[src/rtl/mux_arb_pkg.sv]
// Shared types and helpers for the 4-way round-robin mux arbiter.
package mux_arb_pkg;

    localparam int NUM_REQ = 4;
    localparam int SEL_W   = 2;

    // Output register occupancy: EMPTY means out_valid=0, FULL means out_valid=1.
    typedef enum logic {
        EMPTY = 1'b0,
        FULL  = 1'b1
    } state_e;

    // Expand a 2-bit requester index into its one-hot grant vector.
    function automatic logic [NUM_REQ-1:0] onehot4(input logic [SEL_W-1:0] sel);
        onehot4 = NUM_REQ'(1) << sel;
    endfunction

endpackage

[src/rtl/rr_pick4.sv]
// Combinational round-robin picker: scans last+1, last+2, last+3, last (mod 4)
// and returns the first requesting index, so the previous winner ranks lowest.
module rr_pick4
    import mux_arb_pkg::*;
(
    input  logic [NUM_REQ-1:0] req,
    input  logic [SEL_W-1:0]   last,
    output logic               any,
    output logic [SEL_W-1:0]   winner
);

    logic [SEL_W-1:0] idx;
    logic             found;

    // Rotating priority scan; the 2-bit index wraps naturally from 3 back to 0.
    always_comb begin
        any    = |req;
        winner = last;
        idx    = '0;
        found  = 1'b0;
        for (int i = 1; i <= NUM_REQ; i++) begin
            idx = last + SEL_W'(i);
            if (!found && req[idx]) begin
                winner = idx;
                found  = 1'b1;
            end
        end
    end

endmodule

[src/rtl/rr_mux4_arbiter.sv]
// Round-robin arbiter sharing one 4:1 data mux between four requesters, with a
// registered valid/ready output stage toward a single consumer.
// Optional burst lock: define ARB_LOCK_EN to add the 'lock' input port.
module rr_mux4_arbiter
    import mux_arb_pkg::*;
#(
    parameter int DATA_W = 4
) (
    input  logic               clk,
    input  logic               rst,
`ifdef ARB_LOCK_EN
    input  logic [NUM_REQ-1:0] lock,
`endif
    input  logic [NUM_REQ-1:0] req,
    input  logic [DATA_W-1:0]  din0,
    input  logic [DATA_W-1:0]  din1,
    input  logic [DATA_W-1:0]  din2,
    input  logic [DATA_W-1:0]  din3,
    output logic [NUM_REQ-1:0] req_ready,
    output logic [SEL_W-1:0]   sel,
    output logic [NUM_REQ-1:0] grant,
    output logic [DATA_W-1:0]  out_data,
    output logic               out_valid,
    input  logic               out_ready
);

    state_e             state_q, state_d;
    logic [DATA_W-1:0]  out_data_q, out_data_d;
    logic [SEL_W-1:0]   sel_q, sel_d;
    logic [NUM_REQ-1:0] grant_q, grant_d;
    logic [SEL_W-1:0]   last_q, last_d;

    logic               pick_any;
    logic [SEL_W-1:0]   pick_winner;
    logic [SEL_W-1:0]   winner;
    logic               cap;

    rr_pick4 u_pick (
        .req    (req),
        .last   (last_q),
        .any    (pick_any),
        .winner (pick_winner)
    );

    // Final winner: a locked, still-requesting last winner keeps the mux; otherwise round-robin.
    always_comb begin
`ifdef ARB_LOCK_EN
        winner = (lock[last_q] && req[last_q]) ? last_q : pick_winner;
`else
        winner = pick_winner;
`endif
        cap = pick_any && ((state_q == EMPTY) || out_ready);
    end

    // State, data and pointer registers; reset leaves requester 0 with top priority.
    always_ff @(posedge clk or posedge rst) begin
        if (rst) begin
            state_q    <= EMPTY;
            out_data_q <= '0;
            sel_q      <= '0;
            grant_q    <= '0;
            last_q     <= SEL_W'(NUM_REQ - 1);
        end else begin
            state_q    <= state_d;
            out_data_q <= out_data_d;
            sel_q      <= sel_d;
            grant_q    <= grant_d;
            last_q     <= last_d;
        end
    end

    // Next state: a capture always fills the register, an accept with no capture drains it.
    always_comb begin
        state_d    = state_q;
        out_data_d = out_data_q;
        sel_d      = sel_q;
        grant_d    = grant_q;
        last_d     = last_q;
        if (cap) begin
            state_d = FULL;
            unique case (winner)
                2'd0:    out_data_d = din0;
                2'd1:    out_data_d = din1;
                2'd2:    out_data_d = din2;
                default: out_data_d = din3;
            endcase
            sel_d   = winner;
            grant_d = onehot4(winner);
            last_d  = winner;
        end else if ((state_q == FULL) && out_ready) begin
            state_d = EMPTY;
            grant_d = '0;
        end
    end

    // Outputs: registered view of the transfer plus the same-cycle acknowledge to the winner.
    always_comb begin
        out_valid = (state_q == FULL);
        out_data  = out_data_q;
        sel       = sel_q;
        grant     = grant_q;
        req_ready = (cap && !rst) ? onehot4(winner) : '0;
    end

endmodule

[config.mk]
export PLATFORM = sky130hd
export DESIGN_NAME = rr_mux4_arbiter
export DESIGN_NICKNAME = d
export VERILOG_FILES = /design/src/rtl/mux_arb_pkg.sv /design/src/rtl/rr_pick4.sv /design/src/rtl/rr_mux4_arbiter.sv
export SDC_FILE = /design/constraint.sdc
export NUM_CORES = 1
export LEC_CHECK = 0
export ABC_AREA = 1
export BUFFER_PORTS_ARGS = -buffer_cell sky130_fd_sc_hd__buf_2
export CAP_MARGIN = 10
export CORE_MARGIN = 3
export CORE_UTILIZATION = 46
export CTS_BUF_LIST = sky130_fd_sc_hd__clkbuf_4 sky130_fd_sc_hd__clkbuf_8
export DETAILED_ROUTE_END_ITERATION = 8
export PLACE_DENSITY = 0.84
export SLEW_MARGIN = 10
export SYNTH_ARGS = -nofsm -noshare
export SYNTH_HDL_FRONTEND = slang
export SYNTH_SLANG_ARGS = --single-unit
[constraint.sdc]
create_clock -name clk -period 1.85 [get_ports clk]
set_input_delay 0.37 -clock clk [delete_from_list [all_inputs] [get_ports clk]]
set_output_delay 0.37 -clock clk [all_outputs]
set_load 0.01 [all_outputs]
==> results of run 1 <==
==> registers in the layout, indices dropped and copies added, names as in the netlist <==
name and cells:
grant 4, last_q 2, out_data 4, out_valid 1, sel 2
==> metal layers <==
| metal | vias up | GRT usage |
|---|---|---|
| li1 | 604 | - |
| met1 | 607 | 0.281 |
| met2 | 79 | 0.462 |
| met3 | 25 | 0.0443 |
| met4 | 0 | 0.187 |
| met5 | - | 0 |
==> layout make-up <==
type / instances / area (um2) / area share
clock buffer: 4 / 30.0 / 0.0176
inverter: 19 / 83.8 / 0.0490
multi-input combinational: 112 / 795 / 0.465
sequential: 13 / 328 / 0.192
tap: 27 / 33.8 / 0.0198
timing repair buffer: 64 / 439 / 0.257
==> worst paths after layout <==
check,to,cells after the start,from
setup / recovery,req_ready[0],14,last_q[0]
hold / removal,sel[0],3,rst
setup reg to reg,out_data[1],14,last_q[0]
hold reg to reg,sel[1],2,sel[1]
max in group asynchronous,last_q[0],3,rst
min in group clk,out_valid,2,out_ready
==> cell usage after synthesis, drive strengths merged <==
| cell type | count |
|---|---|
| a21oi | 3 |
| buf | 3 |
| clkinv | 1 |
| dfrtp | 11 |
| dfstp | 2 |
| inv | 18 |
| nand2 | 68 |
| nand3 | 14 |
| nand3b | 4 |
| nand4 | 6 |
| nor2 | 6 |
| nor3 | 1 |
| nor4 | 1 |
| o21ai | 5 |
| o22ai | 4 |
==> tightest hold or removal path: stages <==
cell	delay, ps
buf_2	90
inv_1	60
buf_4	210
==> logic make-up (layout without fill, tap and decap cells) <==
kind of cell,after synthesis,after routing,share of synthesized area
AO/OA/AOI/OAI,12,12,0.0824
AND/OR/NAND/NOR,100,100,0.493
flip-flops,13,13,0.313
buffers and inverters,22,87,0.111
==> per-stage QoR <==
stage / hold WS (ps) / setup slack [ps] / utilization
6_report: 78.4 / -642 / 0.829
5_1_grt: 103 / -780 / 0.829
4_1_cts: 86.0 / -549 / 0.772
3_5_place_dp: 395 / -326 / 0.704
3_3_place_gp: 394 / -239 / 0.704
2_1_floorplan: 254 / -195 / -
==> repair_timing <==
action                                  in CTS  in global routing
gates resized for setup                     16                 21
endpoints found under the hold margin        0                  0
buffers inserted                             4                  4
endpoints found under the setup margin      12                 14
pin swaps                                    6                  9
cloned                                       1                  0
==> summary.md, run 1 <==
| Metric | Value |
|---|---|
| Status | `finished with violations` |
| Failing checks | `negative setup slack` |
| CTS root buf | `clkbuf_4` |
| Gpl congestion | `0.741` |
| Initial Utilization | `0.508` |
| Fin cells | `239` |
| Antenna Diode Count | `0` |
| Buf+Inv Stages, Crit Path | `5` |
| Layout area overhead | `63.2%` |
| Filler cells | `120` |
| Clk slew on worst S/H paths | `80 ps` |
| Maxcap violations | `0` |
| Vias | `1315` |
| DRC | `0` |
| Final wirelength | `3990 um` |
| Final Skew | `4.30 ps` |
| Final hold viol count | `0` |
| CTS H-tree lvls | `1` |
| Post-DP HPWL | `2340 um` |
| Clock Path Buffers | `2` |
| Critical Path End Type | `primary output` |
| M1 WL | `1460 um` |
| Yosys warnings | `0` |
| Cell family with most CP delay | `simple AND/OR/NAND/NOR gates` |
| Critical path type | `flip-flop to primary output` |
| Top post-synthesis cells by area | `dfrtp_1 (26%), nand2_1 (21%), nand3_2 (5.7%)` |
| Drt pass-1 iters | `4` |
| Grt ovf | `0` |
| Slew headroom | `0.711` |
| Startpoint Class | `flip-flop` |
| Core box area | `2060 um2` |
| Most frequent CP cell | `nand2_4` |
| Initial DRC count | `41` |
| CP arrival | `2120 ps` |
| Sequential share of the synthesized area | `0.313` |
| Final Instance Area | `1710 um2` |
| Worst slew pin tran | `434 ps` |
| Number of I/O port buffers | `37` |
| Hold buffer count at cts | `0` |
| Die area | `2890 um2` |
| Largest net degree at the start of global routing | `14` |
| Die Wd | `53.7 um` |
| Post-Syn Area | `1050 um2` |
| Most common cell after layout, fill and taps aside | `nand2_1` |
| Syn_nets | `170` |
| Post-layout nets | `236` |
| Cells after synthesis | `147` |
| #FFs+latches synth | `13` |
| Reg2reg setup slack | `-290 ps` |
| Hold crit path type | `primary input to async pin` |
| Ports | `38` |
| Most frequent cells in the layout | `nand2_1 (41), buf_2 (35), buf_4 (20)` |
| Fin worst setup slack | `-642 ps` |
| Vias in the first global route | `1212` |
| Initial antenna violation count | `0` |
| Largest fanout on the critical path | `7` |
| Synth top area share | `0.263` |
| Final Cycle Share | `1.35` |
| Layout cells sized above 1 | `0.566` |
| Vias/cell | `5.50` |
| Post-DRT Antenna Nets | `0` |
| CTS buffer count | `3` |
| Top Metal Used | `met4` |
| Final setup viols | `12` |
| Met2 wire len | `2050 um` |
| Crit-path slowest cell | `dfstp_2` |
| CTS Sinks | `13` |
| CTS tree | `yes` |
| CP max stage delay | `600 ps` |
| Avg Cell Area, Syn | `7.12 um2` |
| Top cell type by total area after synthesis | `dfrtp_1` |
| Global-route usage over all layers | `0.263` |
| Height of the die | `53.7 um` |
| Min Tclk post-route | `2490 ps` |
| Wire length per cell | `16.7 um` |
| RSZ-0062 raised after global routing | `true` |
| TNS Setup | `-4130 ps` |
| Fmax | `0.401 GHz` |
| Met3 wire len | `225 um` |
| Max-slew violations | `0` |
| Worst skew pair latency | `290 ps` |
| Synth cell types | `26` |
| CP required | `1480 ps` |
| DP Area | `1450 um2` |
| First-pass GRT wire length | `5400 um` |
| FP Rows | `16` |
| Post-Place Cells | `226` |
| CP cell instances | `buf_12 -> inv_8 -> nand2_4 -> nand2_4 -> nand2_4 -> nand2_8 -> nor2_4 -> buf_4 -> nand3_4 -> nand2_8 -> inv_2 -> nand2_4 -> nor2_4 -> buf_6` |
Power of run 1 is left out: the tool's default activity adds up to more than one toggle a clock period on the data nets, which glitch-free logic cannot reach.
==> run 2: changes to the inputs <==
--- a/config.mk
+++ b/config.mk
@@ -9,11 +9,12 @@
 export BUFFER_PORTS_ARGS = -buffer_cell sky130_fd_sc_hd__buf_2
 export CAP_MARGIN = 10
 export CORE_MARGIN = 3
-export CORE_UTILIZATION = 46
+export CORE_UTILIZATION = 44
 export CTS_BUF_LIST = sky130_fd_sc_hd__clkbuf_4 sky130_fd_sc_hd__clkbuf_8
 export DETAILED_ROUTE_END_ITERATION = 8
-export PLACE_DENSITY = 0.84
+export PLACE_DENSITY = 0.83
 export SLEW_MARGIN = 10
 export SYNTH_ARGS = -nofsm -noshare
 export SYNTH_HDL_FRONTEND = slang
+export SYNTH_HIERARCHICAL = 1
 export SYNTH_SLANG_ARGS = --single-unit
==> summary.md, run 2 <==
| Metric | Value |
|---|---|
| CP arrival | `2060 ps` |
| Sequential share of the synthesized area | `0.353` |
| Synth top area share | `0.296` |
| Hold buffer count at cts | `0` |
| CTS buffer count | `3` |
| Number of I/O port buffers | `37` |
| CTS H-tree lvls | `1` |
| Die area | `2700 um2` |
| FP Rows | `16` |
| Ys async rst share | `1.00` |
| Worst slew pin tran | `297 ps` |
| Initial antenna violation count | `0` |
| Final Skew | `0.505 ps` |
| CTS tree | `yes` |
| Final core utilization | `0.830` |
| Post-Syn Area | `930 um2` |
| Min Tclk post-route | `2430 ps` |
| Ports | `38` |
| Post-DP HPWL | `2110 um` |
| RSZ-0062 raised after global routing | `true` |
| Status | `finished with violations` |
| Drt pass-1 iters | `4` |
| Critical Path End Type | `primary output` |
| Worst skew pair latency | `270 ps` |
| Global-route usage over all layers | `0.259` |
| Maxcap violations | `0` |
| Post-layout nets | `220` |
| DRC | `0` |
| Fmax | `0.412 GHz` |
| Clk slew on worst S/H paths | `70 ps` |
| CTS Sinks | `13` |
| Number of synthesized flops with an enable pin | `0` |
| Startpoint Class | `flip-flop` |
| Post-DRT Antenna Nets | `0` |
| Multi-input logic area | `782 um2` |
| Grt ovf | `0` |
| Final wirelength | `3590 um` |
| Vias in the first global route | `1152` |
| Gpl congestion | `0.923` |
| Cells after synthesis | `134` |
| Core box area | `1980 um2` |
| Vias | `1189` |
| Layout area overhead | `76.9%` |
| Critical path type | `flip-flop to primary output` |
| Top cell type by total area after synthesis | `dfrtp_1` |
| Yosys warnings | `6` |
| Final hold viol count | `0` |
| Syn_nets | `157` |
| Count leader, synth | `nand2_1` |
| Synth cell types | `20` |
| Synth Flop Type | `dfrtp_1` |
| Layout cells sized above 1 | `0.663` |
| Hold_ws | `109 ps` |
| CTS root buf | `clkbuf_4` |
| Initial DRC count | `25` |
| Reg2reg setup slack | `-310 ps` |
| Fin worst setup slack | `-576 ps` |
| R2R depth | `15` |
| Max-slew violations | `0` |
| Fin cells | `223` |
| Top post-synthesis cells by area | `dfrtp_1 (30%), nand2_1 (20%), nand3_1 (9.2%)` |
| Vias/cell | `5.33` |
| Avg Cell Area, Syn | `6.94 um2` |
| Antenna Diode Count | `0` |
| Post-Place Cells | `208` |
| Hold crit path type | `primary input to async pin` |
| Filler cells | `109` |
| First-pass GRT wire length | `5080 um` |
| Final Cycle Share | `1.31` |
| CP required | `1480 ps` |
| Slew headroom | `0.802` |
| Register Area | `328 um2` |
| Most frequent cells in the layout | `buf_2 (35), nand2_1 (33), buf_4 (23)` |
| #FFs+latches synth | `13` |
| Die Wd | `52.0 um` |
| Top post-synthesis cells by count | `nand2_1 (49), nand3_1 (17), nor2_1 (12), dfrtp_1 (11), nand2_2 (7)` |
| Largest fanout on the critical path | `7` |
| Failing checks | `negative setup slack` |
| Clock Path Buffers | `2` |
| Largest net degree at the start of global routing | `22` |
| Wire length per cell | `16.1 um` |
| Initial Utilization | `0.469` |
| Final setup viols | `14` |
| Most common cell after layout, fill and taps aside | `buf_2` |
| Height of the die | `52.0 um` |
| Dpl ws | `-304 ps` |
-- run 2: cell types whose count changed after synthesis, moves of 2 or more --
cell      delta
o22ai_1      -3
o21ai_1      +5
nor2_1       +7
nand4_1      -6
nand3_1     +10
nand2_1      -9
nand3_2      -5
nand3b_1     -4
inv_1        -9
nand2_4      +2
buf_4        +3
-- run 2: layer usage --
layer | up-vias | routed length [um] | GRT usage | part of all wire
met5 | - | 0 | 0 | 0
met4 | 0 | 112 | 0.122 | 0.031
met3 | 12 | 227 | 0.0430 | 0.063
met2 | 62 | 1890 | 0.464 | 0.53
met1 | 564 | 1360 | 0.293 | 0.38
li1 | 551 | - | - | -
-- run 2: what timing repair did --
| item | in CTS | in global routing |
|---|---|---|
| resized for setup | 27 | 25 |
| endpoints found under the setup margin | 14 | 16 |
| buffers inserted | 12 | 5 |
| pin swaps | 17 | 14 |
-- run 2: cell type report --
class / instances / area share
sequential: 13 / 0.199
tap: 27 / 0.0205
clock buffer: 4 / 0.0183
inverter: 9 / 0.0297
timing repair buffer: 63 / 0.256
multi-input combinational: 107 / 0.476
-- run 2: worst max-delay path: stages, from the launching register on --
cell	delay, ps
dfstp_2	570
buf_12	130
inv_8	50
nand2_1	100
nand3_2	140
nand2_4	130
nand3_4	100
nand2_2	100
nand2_4	100
nor2_4	110
inv_2	60
nor2_4	80
buf_6	110
-- run 2: per-stage QoR --
stage	instance area, um2	setup TNS (ps)
6_report	1640	-3870
5_1_grt	1640	-5450
4_1_cts	1520	-2730
3_5_place_dp	1310	-2140
3_3_place_gp	1310	-1410
2_1_floorplan	1020	-294
-- run 2: final timing paths --
path,start,to
setup / recovery,last_q[0],req_ready[0]
hold reg to reg,sel[0],sel[0]
setup reg to reg,last_q[0],out_data[0]
hold / removal,rst,sel[0]
min in group clk,out_ready,out_valid
max in group asynchronous,rst,last_q[0]
-- run 2: kinds of logic (layout without fill, tap and decap cells) --
family	count (synthesis)	count (layout)	synth area share
simple gates	93	93	0.471
buf+inv	14	76	0.0929
compound gates	13	13	0.0740
flops	13	13	0.353
xor+xnor	1	1	0.00942
Power of run 2 is left out for the same reason.
==> run 3: changes to the inputs <==
--- a/config.mk
+++ b/config.mk
@@ -12,7 +12,7 @@
 export CORE_UTILIZATION = 44
 export CTS_BUF_LIST = sky130_fd_sc_hd__clkbuf_4 sky130_fd_sc_hd__clkbuf_8
 export DETAILED_ROUTE_END_ITERATION = 8
-export PLACE_DENSITY = 0.83
+export PLACE_DENSITY = 0.81
 export SLEW_MARGIN = 10
 export SYNTH_ARGS = -nofsm -noshare
 export SYNTH_HDL_FRONTEND = slang
==> summary.md, run 3 (synthesized netlist as in run 2, its figures left out) <==
| Metric | Value |
|---|---|
| Height of the die | `52.0 um` |
| Largest fanout on the critical path | `6` |
| CP Depth | `10` |
| Fin worst setup slack | `-586 ps` |
| Final wirelength | `3120 um` |
| Initial antenna violation count | `0` |
| Maxcap violations | `0` |
| Drt pass-1 iters | `4` |
| CP max stage delay | `640 ps` |
| Top Metal Used | `met4` |
| Clk slew on worst S/H paths | `80 ps` |
| Met3 wire len | `169 um` |
| R2R depth | `13` |
| Critical Path End Type | `primary output` |
| Cell family with most CP delay | `flip-flops` |
| TNS Setup | `-3490 ps` |
| M1 WL | `1300 um` |
| Post-layout nets | `215` |
| Clock Path Buffers | `2` |
| Number of I/O port buffers | `37` |
| Initial DRC count | `26` |
| Final setup viols | `12` |
| Status | `finished with violations` |
| CP arrival | `2070 ps` |
| Buf+Inv Stages, Crit Path | `3` |
| Most frequent CP cell | `nand2_4` |
| Max-slew violations | `0` |
| Most frequent cells in the layout | `nand2_1 (37), buf_2 (35), buf_4 (19)` |
| Worst slew pin tran | `219 ps` |
| Critical path type | `flip-flop to primary output` |
| Grt ovf | `0` |
| First-pass GRT wire length | `4260 um` |
| Global-route usage over all layers | `0.210` |
| Slew headroom | `0.854` |
| Origin of the critical flop-to-flop path | `last_q[1]` |
| Critical Path Start | `last_q[1]` |
| CTS tree | `yes` |
| End of the critical path | `req_ready[3]` |
| Reg2reg setup slack | `-290 ps` |
| FP Rows | `16` |
| Initial Utilization | `0.469` |
| Startpoint Class | `flip-flop` |
| Ports | `38` |
| Wire length per cell | `14.3 um` |
| CTS H-tree lvls | `1` |
| Vias/cell | `5.11` |
| Core box area | `1980 um2` |
| CTS Sinks | `13` |
| Min Tclk post-route | `2440 ps` |
| CTS buffer count | `3` |
| Vias in the first global route | `983` |
| Post-DP HPWL | `1970 um` |
| Die Wd | `52.0 um` |
| Die area | `2700 um2` |
| Largest net degree at the start of global routing | `22` |
| Final Skew | `1.27 ps` |
| Post-DRT Antenna Nets | `0` |
| DRC | `0` |
| Crit-path slowest cell | `dfstp_2` |
| Gpl congestion | `0.896` |
| Vias | `1115` |
| Most common cell after layout, fill and taps aside | `nand2_1` |
| Final hold viol count | `0` |
| Worst skew pair latency | `280 ps` |
| Fmax | `0.410 GHz` |
| RSZ-0062 raised after global routing | `true` |
| Layout area overhead | `68.0%` |
| Layout cells sized above 1 | `0.592` |
| Antenna Diode Count | `0` |
| CTS root buf | `clkbuf_4` |
| Met2 wire len | `1550 um` |
| CP required | `1480 ps` |
| Failing checks | `negative setup slack` |
| CP cell instances | `inv_4 -> buf_4 -> a21oi_1 -> a21oi_2 -> o21ai_4 -> nand3_2 -> nand2_4 -> nand2_4 -> nor2_4 -> buf_2` |
| Hold crit path type | `primary input to async pin` |
| Final Cycle Share | `1.32` |
| Reg2reg end | `out_data[2]` |
## run 3: cell count changes in the layout (fill, tap and decap cells not counted), moves of 3 or more
cell / previous run / this run
nor2_1: 3 / 7
nand2_1: 33 / 37
nand3_2: 8 / 5
nand2_2: 13 / 8
buf_4: 23 / 19
nand3_1: 8 / 11
## run 3: worst register-to-register path, stage by stage, from the launching register on
cell	delay, ps
dfstp_2	640
inv_4	90
buf_4	150
a21oi_1	190
a21oi_2	70
o21ai_4	70
nand3_2	110
nand2_4	140
nand2_4	80
buf_4	150
nor2_1	120
nor2_1	80
nand2_1	80
nand2_1	50
## run 3: stage by stage
step | utilization | hold slack (ps) | setup WS, ps | area [um2] | cells
2_1_floorplan | - | 254 | -89.6 | 1020 | 134
3_3_place_gp | 0.665 | 390 | -229 | 1320 | 209
3_5_place_dp | 0.665 | 395 | -283 | 1320 | 209
4_1_cts | 0.706 | 86.4 | -496 | 1400 | 216
5_1_grt | 0.788 | 103 | -666 | 1560 | 218
6_report | 0.788 | 91.3 | -586 | 1560 | 218
## run 3: layout make-up
cell class                 instances  area [um2]
clock buffer                       4        30.0
timing repair buffer              58         380
tap                               27        33.8
fill                             124         420
inverter                           9        51.3
multi-input combinational        107         738
sequential                        13         328
## run 3: how the worst min path moves through the flow
stage | from | end | depth (start not counted)
6_report | rst | out_data[2] | 3
5_1_grt | rst | sel[1] | 3
4_1_cts | rst | out_data[1] | 3
3_5_place_dp | rst | out_data[1] | 3
3_3_place_gp | rst | sel[1] | 3
2_1_floorplan | rst | grant[0] | 1
## run 3: timing repair
action,4_1_cts,5_1_grt
pin swaps,5,11
setup endpoints to repair,12,14
gates resized for setup,6,32
buffers inserted,3,2
hold endpoints to repair,0,0
hold buffers,0,0
## run 3: layer usage
layer	vias to the layer above	global-route usage
li1	539	-
met1	518	0.285
met2	47	0.326
met3	11	0.0229
met4	0	0.109
met5	-	0
Power of run 3 is left out for the same reason.
